--- src/rtl/conv_pkg.sv ---
// conv_pkg: shared constants for the punctured convolutional encoder.
//   Rate codes, default generator masks, puncture periods and keep masks,
//   and the tail-sequencer state type used when CONV_TAIL_EN is defined.
package conv_pkg;

   localparam logic [1:0] RATE_1_2 = 2'b00;
   localparam logic [1:0] RATE_2_3 = 2'b01;
   localparam logic [1:0] RATE_3_4 = 2'b10;

   localparam int unsigned K_DEFAULT  = 7;
   localparam logic [6:0]  G0_DEFAULT = 7'b1011011;
   localparam logic [6:0]  G1_DEFAULT = 7'b1111001;

   localparam logic [1:0] PERIOD_1_2 = 2'd1;
   localparam logic [1:0] PERIOD_2_3 = 2'd2;
   localparam logic [1:0] PERIOD_3_4 = 2'd3;

   // Keep masks as {keep_b, keep_a}; A is always emitted before B.
   localparam logic [1:0] KEEP_AB = 2'b11;
   localparam logic [1:0] KEEP_A  = 2'b01;
   localparam logic [1:0] KEEP_B  = 2'b10;

   typedef enum logic {StIdle, StTail} tail_st_e;

   // The reserved code behaves as rate 1/2.
   function automatic logic [1:0] norm_rate(input logic [1:0] rate);
      return (rate == RATE_2_3 || rate == RATE_3_4) ? rate : RATE_1_2;
   endfunction

   function automatic logic [1:0] punct_period(input logic [1:0] rate);
      unique case (rate)
         RATE_2_3: return PERIOD_2_3;
         RATE_3_4: return PERIOD_3_4;
         default:  return PERIOD_1_2;
      endcase
   endfunction

   function automatic logic [1:0] punct_keep(input logic [1:0] rate, input logic [1:0] phase);
      if (phase == 2'd0) return KEEP_AB;
      if (rate == RATE_3_4 && phase == 2'd2) return KEEP_B;
      return KEEP_A;
   endfunction

endpackage

--- src/rtl/conv_parity.sv ---
// conv_parity: K-1 bit shift register plus the two generator parities.
//   clk_i   : clock, rising edge
//   rst_i   : synchronous active-high reset (state <= INITIAL_STATE)
//   init_i  : treat the register as INITIAL_STATE for this bit (frame start)
//   shift_i : commit data_i into the shift register
//   data_i  : current input bit
//   a_o/b_o : generator A/B outputs for {data_i, state}
module conv_parity
   import conv_pkg::*;
#(
   parameter int unsigned      K             = K_DEFAULT,
   parameter logic [K-1:0]     G0            = G0_DEFAULT,
   parameter logic [K-1:0]     G1            = G1_DEFAULT,
   parameter logic [K-2:0]     INITIAL_STATE = '0
) (
   input  logic clk_i,
   input  logic rst_i,
   input  logic init_i,
   input  logic shift_i,
   input  logic data_i,
   output logic a_o,
   output logic b_o
);

   logic [K-2:0] state_q, state_d, base;
   logic [K-1:0] vec;

   always_comb begin
      base    = init_i ? INITIAL_STATE : state_q;
      vec     = {data_i, base};
      a_o     = ^(G0 & vec);
      b_o     = ^(G1 & vec);
      // Newest bit enters at the top, oldest falls off the bottom.
      state_d = shift_i ? vec[K-1:1] : state_q;
   end

   always_ff @(posedge clk_i) begin
      if (rst_i) state_q <= INITIAL_STATE;
      else       state_q <= state_d;
   end

endmodule

--- src/rtl/conv_encoder_punct.sv ---
// conv_encoder_punct: convolutional encoder with rate 1/2, 2/3, 3/4 puncturing.
//   clk_i, rst_i      : clock and synchronous active-high reset
//   rate_i            : coding rate, latched on an accepted frame-start bit
//   frame_start_i     : in_data_i is the first bit of a frame
//   in_valid_i/in_ready_o, in_data_i    : input bit stream
//   out_valid_o/out_ready_i, out_data_o : punctured coded bit stream
//   tail_req_i/tail_done_o (only with CONV_TAIL_EN): inject K-1 zero tail bits
module conv_encoder_punct
   import conv_pkg::*;
#(
   parameter int unsigned      K             = K_DEFAULT,
   parameter logic [K-1:0]     G0            = G0_DEFAULT,
   parameter logic [K-1:0]     G1            = G1_DEFAULT,
   parameter logic [K-2:0]     INITIAL_STATE = '0
) (
   input  logic       clk_i,
   input  logic       rst_i,
   input  logic [1:0] rate_i,
   input  logic       frame_start_i,
   input  logic       in_valid_i,
   input  logic       in_data_i,
   output logic       in_ready_o,
   output logic       out_valid_o,
   output logic       out_data_o,
   input  logic       out_ready_i
`ifdef CONV_TAIL_EN
   ,
   input  logic       tail_req_i,
   output logic       tail_done_o
`endif
);

   logic [1:0] cnt_q, cnt_d;      // pending bits, 0..2
   logic [1:0] buf_q, buf_d;      // pending bits, oldest in bit 0
   logic [1:0] rate_q, rate_d;
   logic [1:0] phase_q, phase_d;

   logic       space, pop, push, push_data, push_init;
   logic       a, b;
   logic [1:0] rate_cur, phase_cur, keep, phase_inc;

   // A new bit may enter when the buffer is empty or its last bit leaves now.
   assign space = (cnt_q == 2'd0) || (cnt_q == 2'd1 && out_ready_i);
   assign pop   = (cnt_q != 2'd0) && out_ready_i;

`ifdef CONV_TAIL_EN
   localparam int unsigned TW = $clog2(K);

   tail_st_e      st_q, st_d;
   logic [TW-1:0] tcnt_q, tcnt_d;
   logic          inject;

   assign in_ready_o = space && (st_q == StIdle) && !tail_req_i;
   assign inject     = (st_q == StTail) && (tcnt_q != '0) && space;
   assign push       = (in_valid_i && in_ready_o) || inject;
   assign push_data  = !inject && in_data_i;
   assign push_init  = !inject && frame_start_i;

   always_comb begin
      st_d        = st_q;
      tcnt_d      = tcnt_q;
      tail_done_o = 1'b0;
      unique case (st_q)
         StIdle: begin
            if (tail_req_i && cnt_q == 2'd0) begin
               st_d   = StTail;
               tcnt_d = TW'(K - 1);
            end
         end
         StTail: begin
            if (inject) tcnt_d = tcnt_q - 1'b1;
            // All zeros injected; the final pending bit leaves this cycle.
            if (tcnt_q == '0 && cnt_q == 2'd1 && out_ready_i) begin
               tail_done_o = 1'b1;
               st_d        = StIdle;
            end
         end
         default: st_d = StIdle;
      endcase
   end

   always_ff @(posedge clk_i) begin
      if (rst_i) begin
         st_q   <= StIdle;
         tcnt_q <= '0;
      end else begin
         st_q   <= st_d;
         tcnt_q <= tcnt_d;
      end
   end
`else
   assign in_ready_o = space;
   assign push       = in_valid_i && space;
   assign push_data  = in_data_i;
   assign push_init  = frame_start_i;
`endif

   conv_parity #(
      .K             (K),
      .G0            (G0),
      .G1            (G1),
      .INITIAL_STATE (INITIAL_STATE)
   ) u_parity (
      .clk_i   (clk_i),
      .rst_i   (rst_i),
      .init_i  (push_init),
      .shift_i (push),
      .data_i  (push_data),
      .a_o     (a),
      .b_o     (b)
   );

   always_comb begin
      rate_cur  = push_init ? norm_rate(rate_i) : rate_q;
      phase_cur = push_init ? 2'd0 : phase_q;
      keep      = punct_keep(rate_cur, phase_cur);
      phase_inc = phase_cur + 2'd1;

      cnt_d   = cnt_q;
      buf_d   = buf_q;
      rate_d  = rate_q;
      phase_d = phase_q;
      if (push) begin
         // Any earlier pending bit is popped this same cycle, so just reload.
         rate_d  = rate_cur;
         phase_d = (phase_inc == punct_period(rate_cur)) ? 2'd0 : phase_inc;
         unique case (keep)
            KEEP_AB: begin buf_d = {b, a};    cnt_d = 2'd2; end
            KEEP_A:  begin buf_d = {1'b0, a}; cnt_d = 2'd1; end
            default: begin buf_d = {1'b0, b}; cnt_d = 2'd1; end
         endcase
      end else if (pop) begin
         buf_d = {1'b0, buf_q[1]};
         cnt_d = cnt_q - 2'd1;
      end
   end

   always_ff @(posedge clk_i) begin
      if (rst_i) begin
         cnt_q   <= 2'd0;
         buf_q   <= 2'b00;
         rate_q  <= RATE_1_2;
         phase_q <= 2'd0;
      end else begin
         cnt_q   <= cnt_d;
         buf_q   <= buf_d;
         rate_q  <= rate_d;
         phase_q <= phase_d;
      end
   end

   assign out_valid_o = (cnt_q != 2'd0);
   assign out_data_o  = out_valid_o && buf_q[0];

endmodule

--- config.mk ---
export PLATFORM = sky130hd
export DESIGN_NAME = conv_encoder_punct
export DESIGN_NICKNAME = d
export VERILOG_FILES = /design/src/rtl/conv_pkg.sv /design/src/rtl/conv_parity.sv /design/src/rtl/conv_encoder_punct.sv
export SDC_FILE = /design/constraint.sdc
export NUM_CORES = 1
export LEC_CHECK = 0
export ABC_AREA = 0
export BUFFER_PORTS_ARGS = -buffer_cell sky130_fd_sc_hd__buf_2
export CORE_MARGIN = 1
export CORE_UTILIZATION = 49
export CTS_CLUSTER_DIAMETER = 120
export DETAILED_ROUTE_END_ITERATION = 6
export HOLD_SLACK_MARGIN = 0.1
export PLACE_DENSITY = 0.71
export SLEW_MARGIN = 40
export SYNTH_ARGS = -nofsm -noshare
export SYNTH_HDL_FRONTEND = slang
export SYNTH_SLANG_ARGS = --single-unit
--- constraint.sdc ---
create_clock -name clk_i -period 1.4 [get_ports clk_i]
set_input_delay 0.14 -clock clk_i [delete_from_list [all_inputs] [get_ports clk_i]]
set_output_delay 0.14 -clock clk_i [all_outputs]
set_load 0.05 [all_outputs]
# After elaboration in Yosys (flattened, before gate mapping)
# Cells that the tools add are included.
# op_classes
n_eq_ne	9
add_sub_neg	2
reduce_logical	13
muxes	20
# op_table
op	count
$mux 2	14
$reduce_xor 7->1	2
$eq 2x1->1 const B	4
$eq 2x2->1 const B	4
$pmux 2 s2	2
$mux 6	1
$logic_and 1x1->1	5
$logic_not 2->1	2
$reduce_bool 2->1	2
$mux 1	3
$add 2x1->2 const B	1
$eq 2x2->1	1
$logic_or 1x1->1	2
$sub 2x1->2 const B	1
# totals
out_inout_bits	3
register_bits	14
elab_cells	49
input_bits	8

# Logic depth before layout (Yosys ltp)
# depth
ltp_word	13
mapped_depth	9
mapped_depth_nobuf	9

# By module
# A second synthesis with hierarchy kept.
# hier_totals
hier_cells	97
area_unflattened_um2	865.8
# by_module_without_submodules
module	n_inst	cells_per_inst	area_each_um2	seq_area_each_um2
conv_encoder_punct	1	64	555.5	160.2
conv_parity	1	33	310.3	120.1

# Worst setup path after synthesis
# No wires, ideal clock.
# synth_path
path_type	register to register
start	reg cnt_q[0]
end	reg phase_q[0]
setup_ns	0.128
required_time_ns	1.272
n_path_buf	1
stages_incl_launch_ff	8
synth_period_minus_slack_ns	1.713
arrival_time_ns	1.585
slack_ns	-0.313
path_cell_list	dfxtp_1 -> inv_1 -> ha_1 -> a21o_1 -> nand2_1 -> buf_2 -> a21oi_1 -> nor2_1
# synth_via
elab_chain_cells	4
elab_cells_between_ends	5
cone_classes	1 x eq/ne; 4 x reduce/logical
# synth_rtl
element	line_no	rtl
start: declaration	conv_encoder_punct.sv:33	logic [1:0] cnt_q, cnt_d;
start signal: assignment	conv_encoder_punct.sv:145	cnt_q <= cnt_d;
$eq 2x1->1	conv_encoder_punct.sv:43	assign space = (cnt_q == 2'd0) || (cnt_q == 2'd1 && out_ready_i);
$logic_and 1x1->1	conv_encoder_punct.sv:43	
$logic_or 1x1->1 *	conv_encoder_punct.sv:43	
via in_ready_o	conv_encoder_punct.sv:22	output logic in_ready_o,
$logic_and 1x1->1 *	conv_encoder_punct.sv:93	assign push = in_valid_i && space;
end signal: assignment	conv_encoder_punct.sv:148	phase_q <= phase_d;
end: declaration	conv_encoder_punct.sv:36	logic [1:0] phase_q, phase_d;
# The timed path passes the listed nets; every way through them passes the cells marked *.
# A chain may end at the register's enable or synchronous reset.

# Final worst setup path
# layout_path
start	reg cnt_q[0]
end	reg cnt_q[1]
# layout_via
elab_chain_cells	5
elab_cells_between_ends	11
cone_classes	1 x add/sub; 1 x eq/ne; 2 x mux; 7 x reduce/logical
# layout_rtl
element
parallel branches: the longest is 5 deep, another holds $sub 2x1->2
# Several ways; the timed one is not identified. The select of a mux whose other input is x is not followed.

==> flow_summary.html <==
<table>
<tr><th>Metric</th><th>Value</th></tr>
<tr><th colspan="2">STA</th></tr>
<tr><td>Final Hold Vio Count</td><td>0</td></tr>
<tr><td>Fmax</td><td>0.706 GHz</td></tr>
<tr><td>Relative slew margins</td><td>80.5%</td></tr>
<tr><td>Aggregate negative setup slack</td><td>-0.0286 ns</td></tr>
<tr><td>Total setup violations reported at the end of the flow</td><td>2</td></tr>
<tr><td>Count of pins over their slew limit</td><td>0</td></tr>
<tr><td>Fraction of the cycle the final worst path needs</td><td>101%</td></tr>
<tr><td>Setup skew after layout</td><td>0.000726 ns</td></tr>
<tr><td>Shortest clock period the worst path allows after layout</td><td>1.42 ns</td></tr>
<tr><td>Unrepaired setup endpoints after global routing</td><td>true</td></tr>
<tr><td>Minimum hold slack</td><td>0.155 ns</td></tr>
<tr><td>Final worst setup slack</td><td>-0.0170 ns</td></tr>
<tr><td>Transition at the pin with the smallest max-transition slack</td><td>0.293 ns</td></tr>
<tr><th colspan="2">Clock tree</th></tr>
<tr><td>Number of clock sinks</td><td>14</td></tr>
<tr><td>CTS tree</td><td>yes</td></tr>
<tr><td>Clock input transition at the sequential cells of the worst setup and hold paths</td><td>0.09 ns</td></tr>
<tr><td>Root cell of the clock tree</td><td>sky130_fd_sc_hd__clkbuf_4</td></tr>
<tr><td>CTS max path bufs</td><td>2</td></tr>
<tr><td>Max H-tree Level</td><td>1</td></tr>
<tr><td>Number of buffers created by CTS</td><td>3</td></tr>
<tr><td>Clock insertion delay at the later pin of the skew report</td><td>0.27 ns</td></tr>
<tr><td>Number of buffers inserted for hold repair after clock tree synthesis</td><td>0</td></tr>
<tr><th colspan="2">Drt</th></tr>
<tr><td>Routed wire per std cell</td><td>13.4 um</td></tr>
<tr><td>Post-Route WL</td><td>1930 um</td></tr>
<tr><td>Drt initial violations</td><td>18</td></tr>
<tr><td>Detailed-route via count</td><td>787</td></tr>
<tr><td>DRT antenna net count</td><td>0</td></tr>
<tr><td>Detail-routed via count per cell</td><td>5.47</td></tr>
<tr><td>Number of design rule violations left after detail routing</td><td>2</td></tr>
<tr><td>Number of detailed-route iterations in the first pass</td><td>5</td></tr>
<tr><th colspan="2">Placement</th></tr>
<tr><td>Routability-driven placement congestion ratio</td><td>0.738</td></tr>
<tr><td>HPWL after DPL</td><td>1220 um</td></tr>
<tr><td>Minimum setup slack after placement</td><td>-0.0708 ns</td></tr>
<tr><td># port buffers</td><td>10</td></tr>
<tr><th colspan="2">Worst setup path</th></tr>
<tr><td>Worst R2R End</td><td>cnt_q[1]</td></tr>
<tr><td>Critical path peak fanout</td><td>6</td></tr>
<tr><td>Worst Path Required</td><td>1.61 ns</td></tr>
<tr><td>Critical path startpoint category</td><td>flop</td></tr>
<tr><td>R2R Setup Slk</td><td>-0.02 ns</td></tr>
<tr><td>Endpoint class of the critical path</td><td>flop</td></tr>
<tr><td>Worst Reg-to-Reg Cells</td><td>7</td></tr>
<tr><td>Launch point of the worst reg-to-reg path</td><td>cnt_q[0]</td></tr>
<tr><td>Crit Path Category</td><td>flop to flop</td></tr>
<tr><td>WP data arrival</td><td>1.62 ns</td></tr>
<tr><th colspan="2">Logic synthesis</th></tr>
<tr><td>Net count after synthesis</td><td>120</td></tr>
<tr><td>Avg Cell Area, Syn</td><td>7.98 um2</td></tr>
<tr><td>Count of mapped cells out of synthesis</td><td>105</td></tr>
<tr><td>Top post-synthesis cells by area</td><td>sky130_fd_sc_hd__dfxtp_1 33%, sky130_fd_sc_hd__ha_1 10%, sky130_fd_sc_hd__a21oi_1 7.8%</td></tr>
<tr><td>Total of flip-flops plus latches after synthesis</td><td>14</td></tr>
<tr><td>Total standard cell area after synthesis</td><td>838 um2</td></tr>
<tr><td>Fraction of synthesized cell area taken by the top area cell type</td><td>33.4%</td></tr>
<tr><td>Sequential-to-total area share from yosys stat</td><td>33.4%</td></tr>
<tr><td>Cell type with the highest aggregate area in the netlist</td><td>sky130_fd_sc_hd__dfxtp_1</td></tr>
<tr><td>Netlist cell types</td><td>26</td></tr>
<tr><td>Yosys Warn Count</td><td>0</td></tr>
<tr><th colspan="2">Floorplan</th></tr>
<tr><td>Die height</td><td>43.4 um</td></tr>
<tr><td>Number of placement rows</td><td>14</td></tr>
<tr><td>Overall die width</td><td>43.4 um</td></tr>
<tr><td>Initial Utilization</td><td>53.8%</td></tr>
<tr><td>IO Count</td><td>11</td></tr>
<tr><td>Floorplan Core Area</td><td>0.00156 mm2</td></tr>
<tr><td>Die area</td><td>0.00188 mm2</td></tr>
<tr><th colspan="2">Layout</th></tr>
<tr><td>Antenna Diode Count</td><td>0</td></tr>
<tr><td>Growth of design area from synthesis to finish</td><td>41.9%</td></tr>
<tr><td>Fillers</td><td>120</td></tr>
<tr><td>Area occupied by multi-input gates</td><td>619 um2</td></tr>
<tr><td>Layout cells sized above 1</td><td>43.0%</td></tr>
<tr><td>Footprint of the flip-flops and latches</td><td>292 um2</td></tr>
<tr><td>Fin nets</td><td>144</td></tr>
<tr><td>Commonest cells after routing, fill and taps aside</td><td>12 x sky130_fd_sc_hd__nand2_1, 12 x sky130_fd_sc_hd__a21oi_1, 10 x sky130_fd_sc_hd__buf_4</td></tr>
<tr><th colspan="2">Global route</th></tr>
<tr><td>Tot GR Track Use</td><td>22.5%</td></tr>
<tr><td>GRT Residual Overflow</td><td>0</td></tr>
<tr><td>Global-route wire length before repair</td><td>3170 um</td></tr>
<tr><td>Via count of the first global-routing pass</td><td>792</td></tr>
<tr><td>Largest net degree at the start of global routing</td><td>15</td></tr>
<tr><td>Initial antenna violation count</td><td>0</td></tr>
<tr><th colspan="2">Min path</th></tr>
<tr><td>WHS Path Cells</td><td>3</td></tr>
<tr><td>HP Class</td><td>input port to flop</td></tr>
<tr><td>Destination of the worst hold path</td><td>u_parity.state_q[5]</td></tr>
<tr><td>Start point of the worst hold path</td><td>in_data_i</td></tr>
<tr><th colspan="2">Power and ir drop</th></tr>
<tr><td>Largest vdd supply drop</td><td>0.000749 V</td></tr>
<tr><td>Power per cell area</td><td>1240 mW/mm2</td></tr>
<tr><td>Design Power</td><td>1480 uW</td></tr>
<tr><td>Total leakage power</td><td>0.000498 uW</td></tr>
<tr><th colspan="2">Run</th></tr>
<tr><td>Number of maximum-capacitance violations</td><td>0</td></tr>
<tr><th colspan="2">Run status</th></tr>
<tr><td>Violated checks</td><td>design-rule violations, negative setup slack</td></tr>
<tr><td>Outcome</td><td>finished with violations</td></tr>
</table>
-- per-layer routing --
layer | up-vias | wire, um | track usage [%]
li1 | 400 | - | -
met1 | 374 | 820 | 25.4
met2 | 11 | 1050 | 42.4
met3 | 2 | 37 | 3.75
met4 | 0 | 13 | 7.50
met5 | - | 0 | 0
-- synth_stat cells --
library cell               number
sky130_fd_sc_hd__xnor2_1        4
sky130_fd_sc_hd__nor2_1         7
sky130_fd_sc_hd__o22ai_1        1
sky130_fd_sc_hd__dfxtp_1       14
sky130_fd_sc_hd__clkbuf_1       2
sky130_fd_sc_hd__o211ai_1       3
sky130_fd_sc_hd__and2_1         1
sky130_fd_sc_hd__a31oi_1        1
sky130_fd_sc_hd__a211o_1        1
sky130_fd_sc_hd__ha_1           7
sky130_fd_sc_hd__a21o_1         2
sky130_fd_sc_hd__mux2i_1        1
sky130_fd_sc_hd__nor2b_1        1
sky130_fd_sc_hd__nand2_1       14
sky130_fd_sc_hd__a21oi_1       13
sky130_fd_sc_hd__nor3_1         3
sky130_fd_sc_hd__xor2_1         2
sky130_fd_sc_hd__xor2_2         1
sky130_fd_sc_hd__o21ai_0        4
sky130_fd_sc_hd__nand2b_1       2
sky130_fd_sc_hd__inv_1          9
sky130_fd_sc_hd__buf_4          1
sky130_fd_sc_hd__a211oi_1       2
sky130_fd_sc_hd__buf_2          1
sky130_fd_sc_hd__o21a_1         2
sky130_fd_sc_hd__nand3b_1       6
-- critical path, cell delays in order (launching register included) --
cell and delay, ns:
sky130_fd_sc_hd__dfxtp_4 0.39, sky130_fd_sc_hd__inv_4 0.04, sky130_fd_sc_hd__ha_4 0.16, sky130_fd_sc_hd__a21o_4 0.21
sky130_fd_sc_hd__nand2_8 0.10, sky130_fd_sc_hd__nor2_1 0.06, sky130_fd_sc_hd__a211o_1 0.27, sky130_fd_sc_hd__a21oi_1 0.11
-- layout make-up --
cell class / count / area share [%]
clock buffers: 4 / 3.05
inverters: 9 / 3.05
well taps: 16 / 1.68
flip-flops and latches: 14 / 24.5
multi-input cells: 78 / 52.1
repair buffers: 23 / 15.7
-- how the worst max path moves through the flow --
stage	endpoint	slack [ns]	depth (start not counted)	start
2_1_floorplan	cnt_q[0]	-0.01	8	cnt_q[1]
3_3_place_gp	phase_q[0]	-0.02	8	frame_start_i
3_5_place_dp	phase_q[0]	-0.07	9	rate_q[0]
4_1_cts	in_ready_o	0.005	4	cnt_q[1]
5_1_grt	phase_q[0]	-0.11	9	rate_q[1]
6_report	cnt_q[1]	-0.02	7	cnt_q[0]
-- flip-flops by register name, indices dropped and copies added, names as in the netlist --
signal	cells
rate_q	2
u_parity.state_q	6
buf_q	2
phase_q	2
cnt_q	2
-- what timing repair did --
item	in CTS	in global routing
buffers inserted	2	1
resized for setup	8	22
setup endpoints to repair	6	9
pin swaps	5	7
gates cloned	0	1
-- cell families (layout without fill, tap and decap cells) --
logic type / count (synthesis) / after routing / share of synthesized area, %
adders and majority gates: 7 / 7 / 10.4
muxes: 1 / 1 / 1.19
and+or+nand+nor: 34 / 34 / 19.6
AOI/OAI and AO/OA: 29 / 29 / 20.7
buffers and inverters: 13 / 36 / 6.42
DFF: 14 / 14 / 33.4
xor gates and xnor gates: 7 / 7 / 8.21
-- power by group --
part | internal, uW | switching, uW
Sequential | 449 | 32.5
Clock | 158 | 130
Combinational | 328 | 383
Total | 935 | 545
-- per-stage QoR --
step | util (%) | instance area [um2] | cells
floorplan | - | 888 | 105
global placement | 64.2 | 1000 | 136
detailed placement | 64.2 | 1000 | 136
CTS | 69.3 | 1080 | 142
global route | 76.3 | 1190 | 144
finish | 76.3 | 1190 | 144
Power figures use the tool's default switching activity.
